$ cat src/rtl/load_store_unit.sv
// load_store_unit: byte/halfword/word load-store FSM with read-modify-write for sub-word stores
// Ports: clk, reset (async, active-high); req_* CPU request with valid/ready handshake;
// resp_* one-cycle completion pulse with extended load data and error flag;
// mem_* word-indexed memory port (mem_r_data is combinational from mem_addr).
module load_store_unit #(
  parameter int MEM_WORDS = 128
) (
  input  logic        clk,
  input  logic        reset,
  input  logic        req_valid,
  output logic        req_ready,
  input  logic        req_write,
  input  logic [1:0]  req_size,
  input  logic        req_unsigned,
  input  logic [31:0] req_addr,
  input  logic [31:0] req_wdata,
  output logic        resp_valid,
  output logic [31:0] resp_rdata,
  output logic        resp_err,
  output logic [31:0] mem_addr,
  output logic [31:0] mem_w_data,
  output logic        mem_write_en,
  input  logic [31:0] mem_r_data
);
  typedef enum logic [2:0] {IDLE, ACCESS, RMW_READ, RMW_WRITE, RESP} state_t;
  state_t      r_state;
  logic        r_write, r_unsigned, r_err;
  logic [1:0]  r_size, r_off;
  logic [31:0] r_addr, r_wbuf, r_rdata;
  logic        w_err;
  logic [4:0]  w_sh;
  logic [31:0] w_lane, w_load, w_mask, w_merge;
  assign w_err = req_size == 2'b11 || (req_size == 2'b01 && req_addr[0]) ||
                 (req_size == 2'b10 && req_addr[1:0] != 2'b00) ||
                 ({2'b00, req_addr[31:2]} >= 32'(MEM_WORDS));
  assign w_sh   = {r_off, 3'b000};
  assign w_lane = mem_r_data >> w_sh;
  assign w_load = r_size == 2'b00 ? {{24{!r_unsigned && w_lane[7]}}, w_lane[7:0]} :
                  r_size == 2'b01 ? {{16{!r_unsigned && w_lane[15]}}, w_lane[15:0]} : w_lane;
  assign w_mask  = (r_size == 2'b00 ? 32'h0000_00FF : 32'h0000_FFFF) << w_sh;
  // r_wbuf still holds the right-justified store data while in RMW_READ
  assign w_merge = (mem_r_data & ~w_mask) | ((r_wbuf << w_sh) & w_mask);
  assign req_ready    = r_state == IDLE;
  assign resp_valid   = r_state == RESP;
  assign resp_rdata   = r_rdata;
  assign resp_err     = r_err;
  assign mem_addr     = r_addr;
  assign mem_w_data   = r_wbuf;
  // Write strobe comes purely from registered state, so it cannot glitch
  assign mem_write_en = (r_state == ACCESS && r_write) || r_state == RMW_WRITE;
  always_ff @(posedge clk or posedge reset) begin
    if (reset) begin
      r_state    <= IDLE;
      r_write    <= 1'b0;
      r_unsigned <= 1'b0;
      r_err      <= 1'b0;
      r_size     <= 2'b00;
      r_off      <= 2'b00;
      r_addr     <= 32'h0;
      r_wbuf     <= 32'h0;
      r_rdata    <= 32'h0;
    end else begin
      case (r_state)
        IDLE: if (req_valid) begin
          r_write    <= req_write;
          r_size     <= req_size;
          r_unsigned <= req_unsigned;
          r_off      <= req_addr[1:0];
          r_addr     <= {2'b00, req_addr[31:2]};
          r_wbuf     <= req_wdata;
          if (w_err) begin
            r_err   <= 1'b1;
            r_rdata <= 32'h0;
            r_state <= RESP;
          end else begin
            r_state <= (req_write && req_size != 2'b10) ? RMW_READ : ACCESS;
          end
        end
        ACCESS: begin
          r_rdata <= r_write ? 32'h0 : w_load;
          r_err   <= 1'b0;
          r_state <= RESP;
        end
        RMW_READ: begin
          r_wbuf  <= w_merge;
          r_state <= RMW_WRITE;
        end
        RMW_WRITE: begin
          r_rdata <= 32'h0;
          r_err   <= 1'b0;
          r_state <= RESP;
        end
        default: r_state <= IDLE;
      endcase
    end
  end
endmodule

$ cat config.mk
export PLATFORM = sky130hd
export DESIGN_NAME = load_store_unit
export DESIGN_NICKNAME = d
export VERILOG_FILES = /design/src/rtl/load_store_unit.sv
export SDC_FILE = /design/constraint.sdc
export NUM_CORES = 1
export LEC_CHECK = 0
export CORE_MARGIN = 4
export CORE_UTILIZATION = 45
export DETAILED_ROUTE_END_ITERATION = 6
export PLACE_DENSITY = 0.82
export SETUP_SLACK_MARGIN = 0.02
export SYNTH_ARGS = -nofsm -noshare
export SYNTH_HDL_FRONTEND = slang
export SYNTH_SLANG_ARGS = --single-unit
$ cat constraint.sdc
create_clock -name clk -period 10 [get_ports clk]
set_input_delay 1.5 -clock clk [delete_from_list [all_inputs] [get_ports clk]]
set_output_delay 1.5 -clock clk [all_outputs]
set_load 0.01 [all_outputs]
### Word level (Yosys, flattened, before mapping)

Cells that the tools add are included.
W data, S select, Z words.

* register bits: 104
* input bits: 103
* output and inout bits: 100
* word-level logic and storage cells: 66

* $lt $le $gt $ge: 1
* equal/unequal tests: 11
* shift operators: 3
* muxes and demuxes: 16
* bitwise gates (word level): 4
* reduce and logical (&&, ||, !) cells: 22

Operator list (count)
* $mux W32: 6
* $pmux W32 S3: 1
* $and A32 B32 Y32: 2
* $pmux W32 S2: 1
* $not A32 Y32: 1
* $or A32 B32 Y32: 1
* $shl A16 B5 Y32: 1
* $shl A32 B5 Y32: 1
* $shr A32 B5 Y32: 1
* $ge A30 B8 Y1 const B: 1
* $mux W16: 1
* $pmux W3 S3: 1
* $eq A3 B2 Y1 const B: 2
* $logic_and A1 B1 Y1: 6
* $mux W3: 2
* $reduce_and A3 Y1: 2
* $reduce_bool A2 Y1: 3
* $eq A2 B1 Y1 const B: 2
* $eq A2 B2 Y1 const B: 2
* $logic_or A1 B1 Y1: 4
* $ne A2 B2 Y1 const B: 2
* $reduce_and A2 Y1: 2
* $eq A3 B1 Y1 const B: 1
* $eq A3 B3 Y1 const B: 1
* other kinds (9): 10

### Depth between registers and ports, before layout

Gate-level depths: netlist of run 1.

* word-level depth: 8
* depth in mapped cells: 8
* mapped depth without buffers: 5

### Worst setup path after synthesis of run 1

No wires, ideal clock.

* path type: input -> register
* from: input port mem_r_data[31]
* to: register r_rdata[16] (netlist: resp_rdata[16])
* library setup time: 0.124 ns
* arrival time: 2.742 ns
* required time: 9.876 ns
* setup slack: 7.134 ns
* stages on the path: 6
* buffers on the path: 2
* cells stage by stage: mux4_2 > nor2_1 > and4b_1 > buf_6 > buf_6 > a211o_1

* longest elaborated chain between the ends: 6
* elaborated cells between the ends (all ways): 7
* those cells by class: shift: 1; mux: 4; reduce/logical: 2

Ends and longest elaborated chain
* start: declaration: RTL line 23 `input logic [31:0] mem_r_data`
* $shr A32 B5 Y32 (*): RTL line 37 `assign w_lane = mem_r_data >> w_sh;`
* $logic_and A1 B1 Y1: RTL line 39 `r_size == 2'b01 ? {{16{!r_unsigned && w_lane[15]}}, w_lane[15:0]} : w_lane;`
* $mux W32: RTL line 39
* $mux W32 (*): RTL line 38 `assign w_load = r_size == 2'b00 ? {{24{!r_unsigned && w_lane[7]}}, w_lane[7:0]} :`
* $mux W32 (*): RTL line 80 `r_rdata <= r_write ? 32'h0 : w_load;`
* $pmux W32 S3 (*): RTL line 63 `case (r_state)`
* end signal: assignment: RTL line 80
* end: declaration: RTL line 29 `logic [31:0] r_addr, r_wbuf, r_rdata;`

Mark *: on every way between the ends. The rest lies on a longest branch, timed or not.
A chain may end at the register's enable or synchronous reset.

### Final worst setup path of run 1

* from: register r_state[2]
* to: output port resp_valid

* longest elaborated chain between the ends: 1

Ends and longest elaborated chain
* start: declaration: RTL line 26 `state_t r_state;`
* start signal: assignment: RTL line 76 `r_state <= (req_write && req_size != 2'b10) ? RMW_READ : ACCESS;`
* $eq A3 B3 Y1: RTL line 44 `assign resp_valid = r_state == RESP;`
* end: declaration: RTL line 17 `output logic resp_valid,`

No other way between the ends.

==> out/results.txt, run 1 <==
The number of port buffers is 200, and the width of the chip is 117.4 microns. Power spread over the standard cell area amounts to 151.3 nW/um^2. From synthesis to final layout, the design area changed by 43.99%. The H-tree generated during clock tree synthesis spans 3 levels. The clock reaches the later pin of the worst-skew pair after 0.35 ns. Ranked by total cell area, the synthesized netlist is headed by sky130_fd_sc_hd__dfrtp_1 48%, sky130_fd_sc_hd__nand2_1 9.7%, sky130_fd_sc_hd__mux2i_1 5.9%.

The total negative slack was 0 ns. Type of destination of the critical path: a primary output. Along the worst path, the maximum fanout reaches 12. The top-area cell type share of the netlist area was 0.4830; the total inserted antenna cells was 0.

The overall power was 1.174 mW; the actual transition at the worst max-transition pin was 0.9733 ns. By count the netlist is led by 139 x sky130_fd_sc_hd__nand2_1, 104 x sky130_fd_sc_hd__dfrtp_1, 46 x sky130_fd_sc_hd__nor2_1, 32 x sky130_fd_sc_hd__mux2i_1, 24 x sky130_fd_sc_hd__mux2_2. 203 I/O pins were placed. For the number of remaining DRC errors, the log shows 0.

The met3 demand-to-capacity share in global routing was 0.1020; the cell area after placement was 7435 sq um. The min-delay analysis places its worst path in the category reg -> reg. Counting the fill cells in the layout gives 933. The first routing iteration left 484 violations.

After clock tree synthesis, the setup repair step added 0 buffers. The summed instance area of the synthesized netlist is 5388 sq um. The run finished with clean final reports. The placed wire-length estimate came out at 13350 microns. The number of pins exceeding their max-slew limit in the final report was 0.

The detail route stage leaves a number of antenna-violating nets equal to 0. The critical path in this run is classified as reg -> out. Share of the yosys chip area belonging to registers: 0.4830.

Summing all multi-input logic gate instances after layout gives 2531 sq um. Fraction of layout instances using a drive strength above 1: 0.08322. The data required time of the worst path came out at 8.50 ns. The total routing usage reported by global routing was 0.2551. Max-cap violations in this run came to 0.

For the setup violation total in the final timing report, the log shows 0. The per-instance average area after synthesis was 9.536 sq um. After routing the design area is 7757 sq um.

Counting tap cells, the placed design contains a total of 872 instances. Prior to clock tree synthesis, the placed netlist has a worst setup slack of 6.286 ns. The logs give 49 for the distinct cell type count after synthesis and 1.85 ns for the endpoint arrival time on the critical path. Before antenna repair, the detailed router went through 5 iterations. The tools report the initial antenna violation count as 1. Setup repair after global routing left no endpoint under its margin.

met2 is the most crowded layer. The tools report the type of element launching the critical path as a register. For this design, the CTS-stage hold fixing added 0 buffers. The fraction of registers with async set/reset is 1.000.

Hold timing on the final database bottoms out at a slack of 0.4745 ns. The floorplan has 39 rows. Registers take 2604 sq um. Routability-driven placement finished with a final weighted congestion of 0.8743. After clock tree synthesis, the repair step resized 0 gates. In this run, synthesis produced a sequential element count of 104. For the total count of hold-check failures in the final report, the log shows 0. Global routing finished with a remaining overflow of 0. The final standard cell utilization of the core came out at 0.6708. The root cell of the clock tree is sky130_fd_sc_hd__clkbuf_16.

Entering global routing, the biggest net connects 75 pins. For the final database, setup skew stands at 0.005235 ns. Once layout is complete, the cells apart from fillers number 888. Timing would allow up to 298.1 MHz. The worst supply voltage drop on vdd is 0.00008407 V, and the worst slew slack as a fraction of its limit is 0.3484. The floorplan step set the die height to 117.4 microns.

Counting the buffers created by CTS gives 9. The number of warnings issued by yosys is 0. The region available for standard cell placement spans 11560 sq um.

The tools report the final worst setup slack as 6.646 ns. In the synthesized netlist the dominant register cell turns out to be sky130_fd_sc_hd__dfrtp_1. TritonCTS built the clock tree.

The clock transition at the registers of the reported paths works out to 0.07 ns. The sum of routed wire length over all layers came out at 17810 microns. Most instantiated library cell after synthesis: sky130_fd_sc_hd__nand2_1. The first global-routing pass estimated 28290 microns of wire.

The total via count in the routed design is 5111. The post-route fraction of the period consumed by the critical path is 0.3354, and the wire length per cell after detailed routing is 20.05 microns. Using the TritonRoute via totals, the vias-per-cell ratio works out to 5.756.

The effective utilization at floorplan is 0.4659, and the number of enable flip-flop cells after synthesis is 0. The post-route minimum period was 3.354 ns. The run gives 843 as the final net count.

The logs give 5290 for the number of global-route vias before repair and 3.474 nW for the leakage component of the power. The die footprint is 13790 sq um. The clock passes through at most 2 buffers. The biggest area consumer among synthesized cells was sky130_fd_sc_hd__dfrtp_1. For this design, the sink count on the clock tree is 104. The post-synthesis cell count is 565. The run gives 0.4296 as the global-route track usage on met2. Global-route track usage on met1: 0.2962.
-- worst max-delay path: stages, from the launching register on --
cell and delay, ns:
sky130_fd_sc_hd__dfrtp_1 0.64, sky130_fd_sc_hd__nor3b_1 0.27, sky130_fd_sc_hd__clkdlybuf4s50_1 0.60
-- cell families after synthesis --
group	share of synthesized area
other	0.0006960
flip-flops	0.4830
buffers and inverters	0.04993
multiplexers	0.1138
AO/OA/AOI/OAI	0.1784
AND/OR/NAND/NOR	0.1742
-- cell type report --
type,count,share of cell area
multi-input combinational,403,0.3263
clock buffer,11,0.03129
tap,143,0.02306
sequential,104,0.3356
inverter,13,0.006613
timing repair buffer,209,0.2668
clock inverter,5,0.01032
-- power breakdown --
part	internal, mW	switching, mW	leakage (nW)
clock network	0.226	0.157	0.152
logic	0.155	0.145	2.03
registers	0.457	0.0326	1.29
total	0.839	0.335	3.47
-- worst paths after layout --
check	slack, ns	cells past startpoint	startpoint	to
worst max-delay path	6.65	2	r_state[2]	resp_valid
worst min-delay path	0.47	2	mem_addr[5]	mem_addr[5]
min in group asynchronous	1.50	2	reset	mem_addr[14]
max in group asynchronous	7.19	3	reset	r_off[0]
worst min register to register	0.47	2	mem_addr[5]	mem_addr[5]
worst max register to register	7.24	5	r_off[0]	resp_rdata[26]
-- per-layer routing --
layer	part of all wire	up-vias
li1	-	2343
met1	0.38	2456
met2	0.48	273
met3	0.11	37
met4	0.031	2
met5	0.0011	-
-- cell usage in the layout (no fill, tap or decap), types with 11 or more instances in the layout --
master and count:
sky130_fd_sc_hd__a31oi_1 16, sky130_fd_sc_hd__clkdlybuf4s50_1 200, sky130_fd_sc_hd__mux2_2 24, sky130_fd_sc_hd__nor2_1 46, sky130_fd_sc_hd__a21oi_1 11, sky130_fd_sc_hd__dfrtp_1 103, sky130_fd_sc_hd__inv_1 11, sky130_fd_sc_hd__nand2_1 139
sky130_fd_sc_hd__a211o_1 15, sky130_fd_sc_hd__mux2i_1 32, sky130_fd_sc_hd__a32o_1 15
Note: power is estimated with default switching activity, not from simulation.
==> run 2: changes to the inputs <==
CORE_UTILIZATION = 40   (was 45)
PLACE_DENSITY = 0.78   (was 0.82)
clock period = 2.8 ns   (was 10 ns; I/O delays follow)
==> run 2 against run 1 <==
Worst setup slack got worse by 6.1 ns. Via count decreased by 0.61%. Total power increased to 3.5 times the previous value. Clock skew increased by 0.0031 ns. Flip-flop and latch count unchanged. Critical path depth increased by 1. Utilization decreased by 7.2 points. Cell area increased by 1.8%. Register-to-register slack got worse by 6.6 ns. Count of clock-buffer cells in the layout increased by 1. Sequential power increased to 3.6 times the previous value. Largest cell class unchanged. Largest power group unchanged. Highest routed layer is now met4.
==> out/results.txt, run 2 (same netlist as run 1, synthesis figures left out) <==
The run gives 0 as the remaining global-route overflow. For the cell area after placement, the log shows 7590 sq um. Family of cells with the greatest summed delay on the critical path: buffers and inverters.

Slowest cell on the critical path: sky130_fd_sc_hd__clkdlybuf4s50_1. The hold path endpoint is mem_addr[1]. Beginning of the worst register-to-register path: r_state[1]. The critical path contains buffers and inverters numbering 2 combined. The floorplan step defined a core boundary enclosing 13190 sq um. The number of placed instances with taps included is 915, and the worst slew slack as a fraction of its limit is 0.3797. The type of destination of the critical path was a primary output.

Total count of hold-check failures in the final report: 0. The clock transition at the registers of the reported paths is 0.07 ns, and the post-route fraction of the period consumed by the critical path is 0.8171. In the final layout, the multi-input gates occupy 2531 sq um.

Post-CTS setup repair buffer count: 0. The logs give 2.38 ns for the data required time of the worst path and 15390 sq um for the die footprint. The placed wire-length estimate is 13500 microns. Leaving out fill and tap cells, the most frequent cell in the layout is sky130_fd_sc_hd__clkdlybuf4s50_1. Along the worst hold path, the cell count comes to 2. The number of port buffers is 200, and the number of buffers created by CTS is 9.

Walking the worst path, the cells encountered are buf_4, nor3_2, clkdlybuf4s50_1. The congestion estimate from routability-driven global placement came to 0.8859. The total via count in the routed design was 5080. Number of global-route vias before repair: 5152.

TritonCTS built the clock tree. The run finished with clean final reports. STA puts the critical path data arrival time at 1.87 ns. The number of buffers between clock root and the deepest sink was 2; the largest net degree at the start of global routing was 45. The initial antenna violation count is 0, and the fraction of layout instances using a drive strength above 1 is 0.09549.

The setup path with the least slack is of type reg -> out. For the finished layout, the period the worst path requires is 2.288 ns. The logs give 0.2272 for the total routing usage reported by global routing and 0.35 ns for the clock latency on the worst-skew pair.

The number of hold buffers added after CTS was 0. For the register-to-register setup slack, the log shows 0.64 ns. The number of vias per cell after detailed routing was 5.462. In this run the most critical hold path is launched from mem_addr[1].

The final-layout fill cell count was 1091. On the final layout, the worst clock skew is 0.008344 ns. The largest stage delay on the critical path is 0.61 ns, and the total inserted antenna cells is 0. Dividing the detail-routed wire length by the instance count gives 18.99 microns.

The number of gates resized after CTS was 0. In this run the count of I/O pins placed on the die edge is 203. For this run, design rule violations remaining after detail routing come to 0.

The first-pass GRT wire length was 27020 microns. Root cell of the clock tree: sky130_fd_sc_hd__clkbuf_16. The worst register-to-register path has a depth of 5.

On the final layout, the worst hold slack is 0.4736 ns. Type of element launching the critical path: a register. The actual transition at the worst max-transition pin is 0.9304 ns. The largest fanout on the critical path works out to 7. The H-tree was split into 3 levels.

In this run the worst hold path is classified as reg -> reg. The effective utilization at floorplan is 0.4085, and the count of nets left with antenna violations after detail routing is 0. The worst supply voltage drop on vdd is 0.0002935 V.

For the setup violation total in the final timing report, the log shows 0. In the final design database the tool counted 853 nets. Across the run, the number of max-cap violations was 0. The floorplan step set the die width to 124.1 microns. Clock tree synthesis found a total of 104 sinks. Dividing total power by cell area gives a power density of 526.1 nW/um^2. After floorplanning, the core was divided into 42 placement rows.

For the number of pins exceeding their max-slew limit in the final report, the log shows 0. The timing-limited maximum frequency came out at 437.1 MHz. The final design instance area without fill is 7896 sq um. Summed over all cells, the static leakage comes to 3.537 nW. The y dimension of the die came out at 124.1 microns.

In the layout the commonest cells are 200 x sky130_fd_sc_hd__clkdlybuf4s50_1, 139 x sky130_fd_sc_hd__nand2_1, 103 x sky130_fd_sc_hd__dfrtp_1. The sequential cell area was 2604 sq um. The area added between synthesis and finish was 46.56%; the number of violations reported at the end of detailed-routing iteration 0 was 387. After routing, the total negative slack on setup checks comes to 0 ns. Setup repair after global routing left no endpoint under its margin. The final layout contains routed wiring with a total length of 17670 microns. The length of the first detailed-routing pass in iterations was 5; the number of non-filler instances in the completed layout was 930.
[run 2: cell types whose count changed in the layout (fill, tap and decap cells not counted)]
cell / change
sky130_fd_sc_hd__inv_4: -1
sky130_fd_sc_hd__bufinv_16: -1
sky130_fd_sc_hd__clkbuf_1: -1
sky130_fd_sc_hd__buf_12: +3
sky130_fd_sc_hd__clkinv_2: +1
sky130_fd_sc_hd__clkinvlp_4: -1
sky130_fd_sc_hd__buf_4: +7
sky130_fd_sc_hd__clkbuf_8: +2
[run 2: through the flow]
step / total power [mW] / worst slack (ns) / util
floorplan: 2.294 / 0.9308 / -
global route: 4.339 / 0.4000 / 0.5987
global placement: 2.837 / 0.3936 / 0.5754
finish: 4.154 / 0.5121 / 0.5987
CTS: 4.180 / 0.4893 / 0.5987
detailed placement: 2.867 / 0.3818 / 0.5754
[run 2: tightest hold or removal path, stage by stage (launching register included)]
cell and delay (ns):
sky130_fd_sc_hd__dfrtp_1 0.34, sky130_fd_sc_hd__nand2_1 0.05, sky130_fd_sc_hd__nand2_1 0.05
[run 2: routing by layer]
layer  GRT usage  vias up  share of wire
li1            -     2361              -
met1      0.2614     2441           0.38
met2      0.3868      247           0.48
met3     0.08719       31           0.11
met4     0.07940        0          0.023
met5           0        -              0
[run 2: report_power, final]
group	switching, mW	internal, mW
logic	0.533	0.576
clock network	0.549	0.759
registers	0.104	1.63
total	1.19	2.97
[run 2: area by class of cell]
class	count	share of cell area
multi-input cells	403	0.3206
clock buffers	12	0.03375
clock inverters	3	0.005071
flip-flops and latches	104	0.3297
repair buffers	219	0.2763
well taps	176	0.02789
inverters	13	0.006655
[run 2: worst max-delay path by stage]
stage | slack, ns | cells past startpoint | to | startpoint
after floorplan | 0.93 | 7 | resp_err | r_state[1]
after global placement | 0.39 | 6 | resp_rdata[30] | req_addr[17]
after detailed placement | 0.38 | 5 | resp_rdata[16] | mem_r_data[23]
after CTS | 0.49 | 3 | req_ready | r_state[2]
after global routing | 0.40 | 3 | mem_write_en | r_state[0]
final | 0.51 | 3 | req_ready | r_state[2]
==> run 3: changes to the inputs <==
clock period = 1.98 ns   (was 2.8 ns; I/O delays follow)
==> run 3 against run 2 <==
Clock skew hardly changed. Register-to-register slack got worse by 0.50 ns. Non-clock buffer count grew 26. Via count grew 2.5%. Worst hold slack got worse by 0.28 ns. Die area stayed put. Largest power group unchanged. Highest routed layer unchanged.
==> out/results.txt, run 3 (same netlist as run 1, synthesis figures left out) <==
The most critical setup path has its endpoint at resp_rdata[22]. The tools report the final-layout fill cell count as 1046. The tools report the reg-to-reg endpoint as resp_rdata[26]. Of all nets on the critical path, the largest fanout is 16. The worst setup path is captured at a register.

Leaving out fill and tap cells, the most frequent cells in the layout are 197 x sky130_fd_sc_hd__clkdlybuf4s50_1, 139 x sky130_fd_sc_hd__nand2_1, 100 x sky130_fd_sc_hd__dfrtp_1. Setup violations remaining at the end of the flow were counted as 0. The cell area power density was 728.2 nW/um^2; the area taken by multi-input logic gates was 2556 sq um.

The clock passes through at most 2 buffers. The run gives 0 as the number of pins exceeding their max-slew limit in the final report. For this block, the routed nets add up to 17760 microns of wire. The tools report the length of the first detailed-routing pass in iterations as 5. Tracing the worst setup path back leads to its startpoint at mem_r_data[31].

Row generation in the floorplan step produced 42 rows. The logs give 15390 sq um for the die footprint and 9 for the number of buffers created by CTS. On the critical path the largest part of the delay comes from buffers and inverters.

The initial antenna violation count was 0. The final design instance area without fill is 8163 sq um. Traced cell by cell, the critical path runs through clkdlybuf4s50_1, mux4_2, nor2_1, and4b_1, buf_12, a211o_1. The run gives 0 ns as the total negative slack. At the worst endpoint, the arrival time is 2.08 ns. After global routing the overflow that remains totals 0.

The detailed router finished its first iteration with 349 violations. The slowest cell on the critical path was sky130_fd_sc_hd__mux4_2. Largest stage delay on the critical path: 0.53 ns.

For the effective utilization at floorplan, the log shows 0.4085. The tools report the number of remaining DRC errors as 0. The final layout contains 879 nets.

The worst path needs 1.847 ns of the cycle, external delays included. Compared with the post-synthesis result, the final layout area differs by 51.51%. The number of cells traversed by the worst register-to-register path came out at 7. The flow ran to the end, and the final reports show no timing, DRC or antenna violations. The final route contains 5207 vias. The y dimension of the die is 124.1 microns, and the width of the chip is 124.1 microns.

The number of top-level design ports is 203, and the count of nets left with antenna violations after detail routing is 0. The worst slew slack as a fraction of its limit was 0.4952. In the final routed layout, each cell accounts on average for 18.58 microns. STA puts the critical path data required time at 2.21 ns.

The tree is rooted in a sky130_fd_sc_hd__clkbuf_16. CTS built an H-tree with a depth of 3. The largest net degree at the start of global routing was 43.

The path class of the tightest hold or removal check is in -> async. The congestion estimate from routability-driven global placement came to 0.9107. In this run the static leakage power is 3.698 nW.

The cell area after placement is 7792 sq um. Most common cell after layout, fill and taps aside: sky130_fd_sc_hd__clkdlybuf4s50_1. The actual transition at the worst max-transition pin works out to 0.7522 ns.

The HPWL after detailed placement is 13810 microns. The number of vias per cell after detailed routing was 5.447; the total count of hold-check failures in the final report was 0. Type of element launching the critical path: an input pin. The total routing usage reported by global routing was 0.2309. Setup slack on the worst reg-to-reg path comes out at 0.14 ns.

The total area inside the core boundary comes to 13190 sq um. Total power for the finished layout comes to 5.944 mW. The critical path crosses 6 cells after its start point. Across the run, the number of max-cap violations was 0.

The post-route fraction of the period consumed by the critical path works out to 0.9329. The first global-routing pass estimated 27370 microns of wire. The clock transition at the registers of the reported paths was 0.07 ns. TritonCTS built the clock tree. The repair_antennas step left the layout with diodes totalling 0. Setup repair after global routing left no endpoint under its margin. The total number of clock tree sinks was 104. The count of buffers added on input and output ports is 200. The sequential cell area was 2608 sq um.

For the clock skew, the log shows 0.008643 ns. The critical path is of the in -> reg type. Derived from the worst setup path, the maximum achievable clock frequency is 541.4 MHz. Together, buffers and inverters on the worst path number 2. The fraction of layout instances using a drive strength above 1 works out to 0.1295. The startpoint identified for the worst register-to-register timing path is r_state[2]. The run gives 0.0004158 V as the worst supply voltage drop on vdd.

The number of global-route vias before repair is 5327. The tools report the clock latency on the worst-skew pair as 0.35 ns.
==> run 3: metrics by stage <==
stage | utilization | instances | worst slack [ns] | hold WS, ns
floorplan | - | 566 | 0.1108 | 0.4024
global placement | 0.5908 | 937 | -0.3592 | 0.4560
detailed placement | 0.5908 | 937 | -0.4148 | 0.4622
CTS | 0.6163 | 955 | -0.03608 | 0.1947
global route | 0.6189 | 956 | 0.03333 | 0.1991
finish | 0.6189 | 956 | 0.1329 | 0.1912
==> run 3: power by group <==
group	total (mW)	internal (mW)	switching (mW)	leakage (nW)
sequential	2.46	2.31	0.146	1.29
clock	1.86	1.10	0.761	0.143
combinational	1.62	0.859	0.762	2.27
==> run 3: worst register-to-register path, delay by kind of cell (launching register included) <==
| family | cells | cell delay [ns] |
|---|---|---|
| simple gates | 3 | 0.72 |
| flops | 1 | 0.43 |
| buf+inv | 3 | 0.43 |
| compound gates | 1 | 0.19 |
==> run 3: how the worst min path moves through the flow <==
| stage | start | endpoint | slack, ns |
|---|---|---|---|
| 2_1_floorplan | req_addr[2] | mem_addr[0] | 0.40 |
| 3_3_place_gp | mem_addr[20] | mem_addr[20] | 0.46 |
| 3_5_place_dp | mem_addr[17] | mem_addr[17] | 0.46 |
| 4_1_cts | reset | resp_rdata[7] | 0.19 |
| 5_1_grt | reset | resp_rdata[15] | 0.20 |
| 6_report | reset | resp_rdata[7] | 0.19 |
==> run 3: per-layer routing <==
metal | vias to the layer above | track usage | wire length, microns
met2 | 211 | 0.4017 | 8808
met3 | 25 | 0.07312 | 1713
met4 | 0 | 0.07598 | 335
met5 | - | 0 | 0
met1 | 2561 | 0.2700 | 6904
li1 | 2410 | - | -
==> run 3: layout make-up <==
cell class,instances,area share
tap,176,0.02698
multi-input combinational,403,0.3132
sequential,104,0.3194
clock buffer,12,0.02897
inverter,13,0.006438
timing repair buffer,245,0.2968
clock inverter,3,0.008277
==> run 3: timing repair <==
action                                  4_1_cts  5_1_grt
hold buffers                                  0        0
pin swaps                                     0        3
buffers inserted                              3        1
endpoints found under the setup margin       36       30
gates resized for setup                       4        7
endpoints found under the hold margin         0        0
